--- src/rtl/cache_resp_buffer.sv ---
// Cache response buffer: a DEPTH-entry FIFO of {hit, address, data} records with
// valid/ready flow control, freeze, flush and occupancy. Define CACHE_RESP_BYPASS_EN for the zero-latency empty bypass.
module cache_resp_buffer #(
  parameter int DATA_W = 32,
  parameter int ADDR_W = 32,
  parameter int DEPTH  = 4
) (
  input  logic                   clk_i,
  input  logic                   rst_ni,
  input  logic                   enable_ni,
  input  logic                   flush_i,
  input  logic                   in_valid_i,
  output logic                   in_ready_o,
  input  logic                   hit_i,
  input  logic [ADDR_W-1:0]      address_i,
  input  logic [DATA_W-1:0]      data_i,
  output logic                   out_valid_o,
  input  logic                   out_ready_i,
  output logic                   hit_o,
  output logic [ADDR_W-1:0]      address_o,
  output logic [DATA_W-1:0]      data_o,
  output logic [$clog2(DEPTH):0] count_o,
  output logic                   full_o,
  output logic                   empty_o
);

  localparam int PW = $clog2(DEPTH);
  localparam int CW = PW + 1;

  typedef struct packed {
    logic              hit;
    logic [ADDR_W-1:0] addr;
    logic [DATA_W-1:0] data;
  } rec_t;

  rec_t          mem [DEPTH];
  rec_t          in_rec;
  rec_t          head;
  logic [PW-1:0] wr_ptr, rd_ptr;
  logic [CW-1:0] count;
  logic          empty, full;
  logic          bypass;
  logic          push, pop, wr_en, rd_en;

  assign in_rec = '{hit: hit_i, addr: address_i, data: data_i};
  assign empty  = (count == '0);
  assign full   = (count == CW'(DEPTH));

`ifdef CACHE_RESP_BYPASS_EN
  // An arriving record is presented straight to the head while the buffer is empty.
  assign bypass = empty & in_valid_i & ~enable_ni & ~flush_i & rst_ni;
`else
  assign bypass = 1'b0;
`endif

  // Ready ignores out_ready_i, so a full buffer never accepts even when it pops.
  assign in_ready_o  = rst_ni & ~full & ~enable_ni & ~flush_i;
  assign out_valid_o = (~empty & ~enable_ni) | bypass;

  assign push  = in_valid_i & in_ready_o;
  assign pop   = out_valid_o & out_ready_i;
  // A bypassed record taken by downstream never touches the storage.
  assign wr_en = push & ~(bypass & out_ready_i);
  assign rd_en = pop & ~bypass;

  // NOTE: storage has an async reset so no stale record can reappear after reset;
  // the loop is fine here because every entry gets a constant in the reset branch.
  always_ff @(posedge clk_i or negedge rst_ni) begin
    if (!rst_ni) begin
      for (int i = 0; i < DEPTH; i++) mem[i] <= '0;
    end else if (wr_en) begin
      mem[wr_ptr] <= in_rec;
    end
  end

  // NOTE: sequential state uses non-blocking assignments only, so every flop
  // samples pre-edge values regardless of statement order.
  always_ff @(posedge clk_i or negedge rst_ni) begin
    if (!rst_ni) begin
      wr_ptr <= '0;
      rd_ptr <= '0;
      count  <= '0;
    end else if (flush_i) begin
      wr_ptr <= '0;
      rd_ptr <= '0;
      count  <= '0;
    end else begin
      if (wr_en) wr_ptr <= wr_ptr + PW'(1);
      if (rd_en) rd_ptr <= rd_ptr + PW'(1);
      unique case ({wr_en, rd_en})
        2'b10:   count <= count + CW'(1);
        2'b01:   count <= count - CW'(1);
        default: count <= count;
      endcase
    end
  end

  // NOTE: head gets a default before any branch so this block cannot infer a latch.
  always_comb begin
    head = '0;
    if (!empty)      head = mem[rd_ptr];
    else if (bypass) head = in_rec;
  end

  assign hit_o     = head.hit;
  assign address_o = head.addr;
  assign data_o    = head.data;
  assign count_o   = count;
  assign full_o    = full;
  assign empty_o   = empty;

endmodule
--- config.mk ---
export PLATFORM = sky130hd
export DESIGN_NAME = cache_resp_buffer
export DESIGN_NICKNAME = d
export VERILOG_FILES = /design/src/rtl/cache_resp_buffer.sv
export SDC_FILE = /design/constraint.sdc
export NUM_CORES = 1
export LEC_CHECK = 0
export ABC_AREA = 1
export CORE_ASPECT_RATIO = 0.5
export CORE_MARGIN = 3
export CORE_UTILIZATION = 45
export CTS_CLUSTER_SIZE = 30
export DETAILED_ROUTE_END_ITERATION = 7
export PLACE_DENSITY = 0.65
export SLEW_MARGIN = 20
export SYNTH_ARGS = -nofsm -noshare
export SYNTH_HDL_FRONTEND = slang
export SYNTH_SLANG_ARGS = --single-unit
--- constraint.sdc ---
create_clock -name clk_i -period 4.15 [get_ports clk_i]
set_input_delay 0.6225 -clock clk_i [delete_from_list [all_inputs] [get_ports clk_i]]
set_output_delay 0.6225 -clock clk_i [all_outputs]
set_load 0.1 [all_outputs]
==> results of run 1 <==
-- power by group --
part           total, W  internal (W)  switching [W]
Clock           0.00274       0.00170        0.00105
Sequential      0.00328       0.00309       0.000189
Combinational   0.00484      0.000950        0.00389
Total            0.0109       0.00574        0.00513
-- logic make-up (layout without fill, tap and decap cells) --
group | after synthesis | after routing
AO/OA/AOI/OAI | 588 | 588
AND/OR/NAND/NOR | 429 | 429
flip-flops | 267 | 267
XOR/XNOR | 1 | 1
buffers and inverters | 268 | 357
adder cells (fa/ha/maj) | 5 | 5
-- routing by layer --
layer  vias up  GRT usage, %  routed length, um
met5         -             0                  0
met1      5225         31.90              15590
met3        55         3.162               1849
met4         0         5.547                657
li1       5207             -                  -
met2       308         38.71              16200
-- flip-flops by register name (all words and copies together) (netlist names) --
name,cells
count_o,3
mem,260
rd_ptr,2
wr_ptr,2
-- stage by stage --
step	total power, W	utilization, %	worst slack, ns	hold WS, ns	cell area, um2
global placement	0.008106	51.51	0.7823	0.4560	13860
floorplan	0.006994	-	-0.06435	0.3269	12520
CTS	0.01093	55.20	0.5770	0.2735	14850
detailed placement	0.008178	51.51	0.7161	0.4634	13860
finish	0.01087	55.22	0.6759	0.2559	14860
global route	0.01134	55.22	0.5366	0.3045	14860
-- cell usage in the layout (no fill, tap or decap) --
| master | netlist | routed |
|---|---|---|
| sky130_fd_sc_hd__nand2_1 | 405 | 405 |
| sky130_fd_sc_hd__o21ai_0 | 331 | 331 |
| sky130_fd_sc_hd__dfrtp_1 | 267 | 265 |
| sky130_fd_sc_hd__a21oi_1 | 197 | 197 |
| sky130_fd_sc_hd__inv_1 | 143 | 141 |
| sky130_fd_sc_hd__buf_4 | 0 | 82 |
| sky130_fd_sc_hd__clkdlybuf4s50_1 | 0 | 73 |
| sky130_fd_sc_hd__o21ai_1 | 60 | 60 |
| sky130_fd_sc_hd__clkbuf_16 | 0 | 27 |
| sky130_fd_sc_hd__nand3_1 | 9 | 9 |
| sky130_fd_sc_hd__bufinv_16 | 0 | 7 |
| sky130_fd_sc_hd__nor2_1 | 6 | 6 |
| sky130_fd_sc_hd__inv_2 | 4 | 5 |
| sky130_fd_sc_hd__nor2_4 | 0 | 4 |
| sky130_fd_sc_hd__ha_1 | 4 | 4 |
| sky130_fd_sc_hd__clkbuf_8 | 0 | 4 |
| sky130_fd_sc_hd__clkinv_2 | 0 | 4 |
| sky130_fd_sc_hd__buf_12 | 0 | 4 |
| sky130_fd_sc_hd__nand4_1 | 3 | 3 |
| sky130_fd_sc_hd__clkbuf_1 | 44 | 3 |
| sky130_fd_sc_hd__clkinvlp_4 | 0 | 3 |
| sky130_fd_sc_hd__xnor2_1 | 1 | 1 |
| sky130_fd_sc_hd__inv_4 | 0 | 1 |
| sky130_fd_sc_hd__nand3_4 | 0 | 1 |
| sky130_fd_sc_hd__nand2_2 | 1 | 1 |
| sky130_fd_sc_hd__clkinv_1 | 1 | 1 |
| sky130_fd_sc_hd__fa_1 | 1 | 1 |
| sky130_fd_sc_hd__buf_8 | 0 | 1 |
| sky130_fd_sc_hd__buf_6 | 14 | 1 |
| sky130_fd_sc_hd__dfrtp_4 | 0 | 1 |
| sky130_fd_sc_hd__dfrtp_2 | 0 | 1 |
-- final cells by class --
type                       count  area share (%)
clock buffer                  34           4.994
clock inverter                14           1.701
inverter                     148           3.756
multi-input combinational   1023           31.62
sequential                   267           45.01
tap                          374           3.150
timing repair buffer         161           9.778
-- worst max-delay path, stage by stage, from the launching register on --
cell	delay [ns]
sky130_fd_sc_hd__dfrtp_4	0.57
sky130_fd_sc_hd__inv_4	0.46
sky130_fd_sc_hd__buf_4	0.46
sky130_fd_sc_hd__o21ai_0	0.15
sky130_fd_sc_hd__a21oi_1	0.25
sky130_fd_sc_hd__buf_4	0.34
-- path summary, 6_finish.rpt --
kind,start,end,slack [ns],depth (start not counted)
min in group clk_i,mem[34],mem[34],0.47,2
setup reg to reg,count_o[0],mem[101],1.43,6
max in group asynchronous,rst_ni,rd_ptr[0],2.42,3
setup / recovery,rd_ptr[0],address_o[30],0.68,5
hold / removal,rst_ni,count_o[1],0.26,2
hold reg to reg,mem[34],mem[34],0.47,2
==> impl_summary.md, run 1 <==
Global routing
The first global-routing pass estimated 56.12 mm of wire. The via count of the first global-routing pass is 10767. The combined global-route utilization of all metal layers is 22.96%. The aggregate global routing overflow is 0.

The number of antenna violations at the first check in global routing was 0. Entering global routing, the biggest net connects 148 pins.

STA
Setup violations remaining at the end of the flow were counted as 0. In the final timing run, aggregate negative setup slack is 0 ns. Static timing analysis puts the maximum clock frequency at 287.8 MHz.

The number of failing hold endpoints at the final stage came to 0. The clock tree skew after final layout is 0.01108 ns. Setup repair after global routing left no endpoint under its margin. The final critical path takes up 83.71% of the cycle.

The max-slew violation total from the final report was 0. After layout, the minimum clock period comes to 3.474 ns. The worst slew slack as a fraction of its limit is 34.58%. For the pin with the worst max-slew slack, the measured transition is 0.9782 ns.

Final layout
The count of cells in the finished layout, fillers not included, comes to 2021. In the final layout, the share of cells above drive strength 1 is 8.925%. The register cell area after layout is 6686 um2.

The final antenna diode count is 0. Relative to the synthesized area, the layout overhead comes to 18.69%. In the final design database the tool counted 1703 nets. The layout has 2442 filler cells. The area occupied by multi-input gates is 4697 um2.

Clock network
TritonCTS built the clock tree. The cell sitting at the root of the clock tree is a sky130_fd_sc_hd__clkbuf_16. The depth of the CTS H-tree is 1.

The clock reaches the later pin of the worst-skew pair after 0.54 ns. The number of gates resized after cts is 0. The largest buffer count on any clock path is 3.

The clock buffer count from CTS is 26. Buffers inserted to repair hold after CTS numbered 0. Clock-pin slew was measured on the worst setup and hold paths at 0.06 ns. The total clock sinks is 267.

The number of post-CTS setup repair buffers is 0.

Pwr
The ratio of total power to cell area is 731.4 nW/um2. The analysis attributes to cell leakage a power of 7.235 nW. The worst-case vdd ir drop is 0.0004315 V.

Logic synthesis
Summing the areas of all fa, ha and maj instances in the mapped netlist gives 0.5598% of the synthesized area. In this run, distinct cell masters in the synthesized netlist total 21. In the post-synthesis netlist, the biggest area contributors are sky130_fd_sc_hd__dfrtp_1, sky130_fd_sc_hd__o21ai_0, sky130_fd_sc_hd__nand2_1. The most common cell in the synthesized netlist is sky130_fd_sc_hd__nand2_1. The simple-gate share of the synthesized area is 13.16%. For this run, the leading register cell type out of synthesis is sky130_fd_sc_hd__dfrtp_1. The number of synthesized flops with an enable pin is 0.

Counting instances in the post-synthesis netlist gives the leading cell types as sky130_fd_sc_hd__nand2_1, sky130_fd_sc_hd__o21ai_0, sky130_fd_sc_hd__dfrtp_1. The cell count after synthesis came out at 1558. In this run the biggest area consumer among cell types represents 53.38% of the synthesized area.

Yosys printed 0 warnings. The largest area contributor in the synthesized netlist is sky130_fd_sc_hd__dfrtp_1. Synthesis inferred 267 register bits. The post-synth design cell area is 12520 um2. A synthesized cell averages 8.034 um2. The async set or reset register ratio after synthesis is 100.0%.

The proportion of synthesized chip area in sequential cells is 53.38%. Measured against the total synthesized area, the mux share comes to 0%. Summing the areas of all xor and xnor instances in the mapped netlist gives 0.06997% of the synthesized area.

The combinational family with the most area after synthesis is compound AO/OA/AOI/OAI gates. The synthesized net count is 1634. The synthesized netlist devotes 23.51% of its cell area to compound gates.

Critical path
The capturing element type of the critical path is an output pin. The critical path launch point type is a register. The path type of the worst setup path is reg -> out. The data arrival time of the critical path is 2.85 ns. In this run the worst path has a maximum fanout of 62.

Data on the critical path is required at its endpoint by 3.53 ns.

Placed design
The detailed placer's ending HPWL is 20.19 mm. The port buffer count is 142. The final weighted congestion in routability-driven placement is 0.7998. The number of placed instances, taps included, is 1973.

Floorplanning
The die covers 29970 um2. The floorplan step set the die height to 123.9 um. The core area is 26910 um2. The cell row count is 42. The horizontal die dimension is 241.9 um. The count of boundary I/O pins is 143. The starting utilization of the core area is 46.52%.

Drt
Detailed routing inserted a total of 10795 vias. The number of DRC markers in iteration 0 is 952. The final layout contains routed wiring with a total length of 34.29 mm. Once detail routing completed, the nets flagged for antenna violations numbered 0. Dividing the detail-routed via count by the number of cells gives 5.341. The number of detailed-routing iterations run before antenna repair is 5. For this run, design rule violations remaining after detail routing come to 0.

After detailed routing, the average wire length per cell comes to 16.97 um.

Run
The max-cap violation count is 0.

Worst hold path
The type of the tightest min-delay check is in -> async.

Status
The run finished with clean final reports.
No activity file was read; power rests on OpenSTA's default activity.
==> inputs of run 2 (changes only) <==
==> constraint.sdc (replaced) <==
create_clock -name clk_i -period 3.6 [get_ports clk_i]
set_input_delay 0.54 -clock clk_i [delete_from_list [all_inputs] [get_ports clk_i]]
set_output_delay 0.54 -clock clk_i [all_outputs]
set_load 0.1 [all_outputs]
==> impl_summary.md, run 2 (same netlist as run 1, synthesis figures left out) <==
STA
The max-slew violation total from the final report is 0 (unchanged). The maximum clock rate is 294.7 MHz. The number of failing hold endpoints at the final stage is 0 (unchanged). The actual transition at the worst max-transition pin is 1.078 ns (+0.09991 ns). Setup repair after global routing left no endpoint under its margin. The minimum period implied by the final worst setup slack is 3.393 ns.

The clock tree skew after final layout was 0.01855 ns (+0.007471 ns). The final worst-path setup slack is 0.2072 ns (-0.4687 ns). The total of endpoints with negative setup slack in the final report came to 0 (unchanged). In the finished design, the share of the clock period the worst path needs comes to 94.24%.

The worst slew slack as a fraction of its limit is 28.13% (-6.5 points). The worst hold slack after final layout is 0.4577 ns (+0.2018 ns).

Clock network
The depth of the CTS H-tree came to 1 (unchanged). The master cell of the clock root buffer is sky130_fd_sc_hd__clkbuf_16. The worst-skew pair later-pin latency is 0.55 ns (about the same). The TritonCTS clock tree is yes. The largest buffer count on any clock path is 3 (unchanged).

The clock buffer count from CTS came to 25 (-3.8%). The clock transition at the registers of the reported paths is 0.07 ns (about the same). The total clock sinks came to 267 (unchanged).

The number of post-CTS setup repair buffers is 0 (unchanged).

Drt
The number of design rule violations left after detail routing came to 0 (unchanged). The number of vias per cell after detailed routing came to 5.398 (+1.1%). The number of DRC markers in iteration 0 is 979 (+2.8%). The post-detailed-route count of antenna-violating nets was 0 (unchanged). The overall via count from detail_route is 10941 (+1.4%). The number of detailed-routing iterations run before antenna repair is 7 (+2). The final wirelength is 35.33 mm (+3.0%). The average wire per cell in the routed design is 17.43 um (+2.7%).

Critical path
The required time at the worst-slack endpoint is 3.06 ns (-0.47 ns). The capturing element type of the critical path is an output pin. The highest fanout seen on the critical path is 28 (-55%). The critical path launch point type is a register.

In this run the critical register-to-register path is captured at count_o[2]. The register-to-register setup slack is 1.35 ns (-0.08 ns). The most critical setup path has its endpoint at address_o[27]. The most critical setup path has its startpoint at rd_ptr[1]. The data arrival time of the critical path is 2.85 ns (about the same). The cell depth of the worst flop-to-flop path is 10 (+4).

The critical path is of the reg -> out type. The worst register-to-register path begins at count_o[0].

Global routing
The via count of the first global-routing pass is 10876 (+1.0%). The aggregate global routing overflow was 0 (unchanged). The combined global-route utilization of all metal layers is 23.51% (+0.56 points). The wire length of the first global-routing pass is 57.13 mm (+1.8%). The number of antenna violations at the first check in global routing was 2 (+2). The pin count of the biggest net entering global routing came to 185 (+25%).

Status
The flow ran to the end, and the final reports show no timing, DRC or antenna violations.

Run
The max-cap violation count came to 0 (unchanged).

Final layout
The ratio of cells with drive above 1 in the final layout is 11.63% (+2.7 points). Leaving out fill and tap cells, the most frequent cell in the layout is sky130_fd_sc_hd__nand2_1. The number of flip-flops in the largest register was 260 (unchanged). Compared with the post-synthesis result, the final layout area differs by 26.36%. The final standard cell count with taps included and fillers excluded is 2027 (+0.30%). The number of nets in the layout is 1708 (+0.29%). Leaving out fill and tap cells, the most frequent cells in the layout are sky130_fd_sc_hd__nand2_1, sky130_fd_sc_hd__o21ai_0, sky130_fd_sc_hd__dfrtp_1.

The register with the most flip-flops in the final layout is mem. The utilization after layout was 58.78% (+3.6 points). The total of fill cells in the finished design is 2359 (-3.4%).

Placed design
The detailed placer's ending HPWL is 20.67 mm (+2.3%). The minimum setup slack after placement was 0.7320 ns (+0.01593 ns). The total instance count after detailed placement came to 1978 (+0.25%). The final weighted congestion in routability-driven placement is 0.7890 (-1.4%).

The port buffer count is 142 (unchanged).

Pwr
The ratio of total power to cell area is 858.8 nW/um2 (+17%). The reported leakage power is 7.467 nW (+3.2%). The worst-case vdd ir drop is 0.0005959 V (+38%).

Floorplanning
The horizontal die dimension is 241.9 um (unchanged). The die outline area is 29970 um2 (unchanged). The height of the die is 123.9 um (unchanged). The starting utilization of the core area was 46.52% (unchanged).

The core area is 26910 um2 (unchanged). The count of boundary I/O pins is 143 (unchanged). The cell row count is 42 (unchanged).

Worst hold path
The type of the tightest min-delay check is in -> async.
run 2: cell types whose count changed in the layout (fill, tap and decap cells not counted), moves of 3 or more:
cell                        previous run  this run
sky130_fd_sc_hd__bufinv_16             7         4
sky130_fd_sc_hd__buf_12                4        74
sky130_fd_sc_hd__buf_4                82        19
sky130_fd_sc_hd__a21oi_2               0        40
sky130_fd_sc_hd__a21oi_1             197       157
run 2: what timing repair did:
item	4_1_cts	5_1_grt
gates resized for setup	0	0
endpoints found under the hold margin	24	0
hold buffers	1	0
run 2: worst min path at each step:
stage,startpoint,end,depth (start not counted)
floorplan,rst_ni,count_o[0],0
global placement,rst_ni,mem[194],1
detailed placement,rst_ni,mem[194],1
CTS,rst_ni,mem[71],2
global route,rst_ni,mem[71],2
finish,rst_ni,mem[71],2
run 2: final cells by class:
class	instances	area, um2	share of cell area, %
inverters	148	559.3	3.536
clock inverters	14	186.4	1.179
diodes	2	5.005	0.03164
repair buffers	167	2370	14.98
flip-flops and latches	267	6686	42.28
clock buffers	32	691.9	4.375
well taps	374	467.9	2.959
multi-input cells	1023	4850	30.66
run 2: power by group:
part	total [W]	internal (W)	switching, W	leakage (nW)
sequential	0.00379	0.00357	0.000224	3.05
clock	0.00286	0.00166	0.00120	0.430
combinational	0.00694	0.00213	0.00481	3.99
total	0.0136	0.00735	0.00623	7.47
run 2: per-stage QoR:
stage	area, um2	power, W	TNS (ns)
after global routing	15820	0.01414	0
after detailed placement	14920	0.01080	0
after CTS	15810	0.01368	0
final	15820	0.01358	0
after floorplan	12670	0.008222	-4.787
after global placement	14920	0.01073	0
run 2: critical path: stages (launching register included):
cell,delay [ns]
sky130_fd_sc_hd__dfrtp_2,0.69
sky130_fd_sc_hd__inv_2,0.44
sky130_fd_sc_hd__buf_4,0.35
sky130_fd_sc_hd__a21oi_1,0.13
sky130_fd_sc_hd__o21ai_0,0.10
sky130_fd_sc_hd__a21oi_1,0.35
sky130_fd_sc_hd__buf_12,0.23
run 2: per-layer routing:
| metal | wire length, um | vias to the layer above | GRT usage (%) |
|---|---|---|---|
| met5 | 0 | - | 0 |
| met2 | 16850 | 372 | 39.30 |
| met3 | 2170 | 55 | 3.485 |
| li1 | - | 5218 | - |
| met4 | 735 | 0 | 6.184 |
| met1 | 15580 | 5296 | 32.61 |
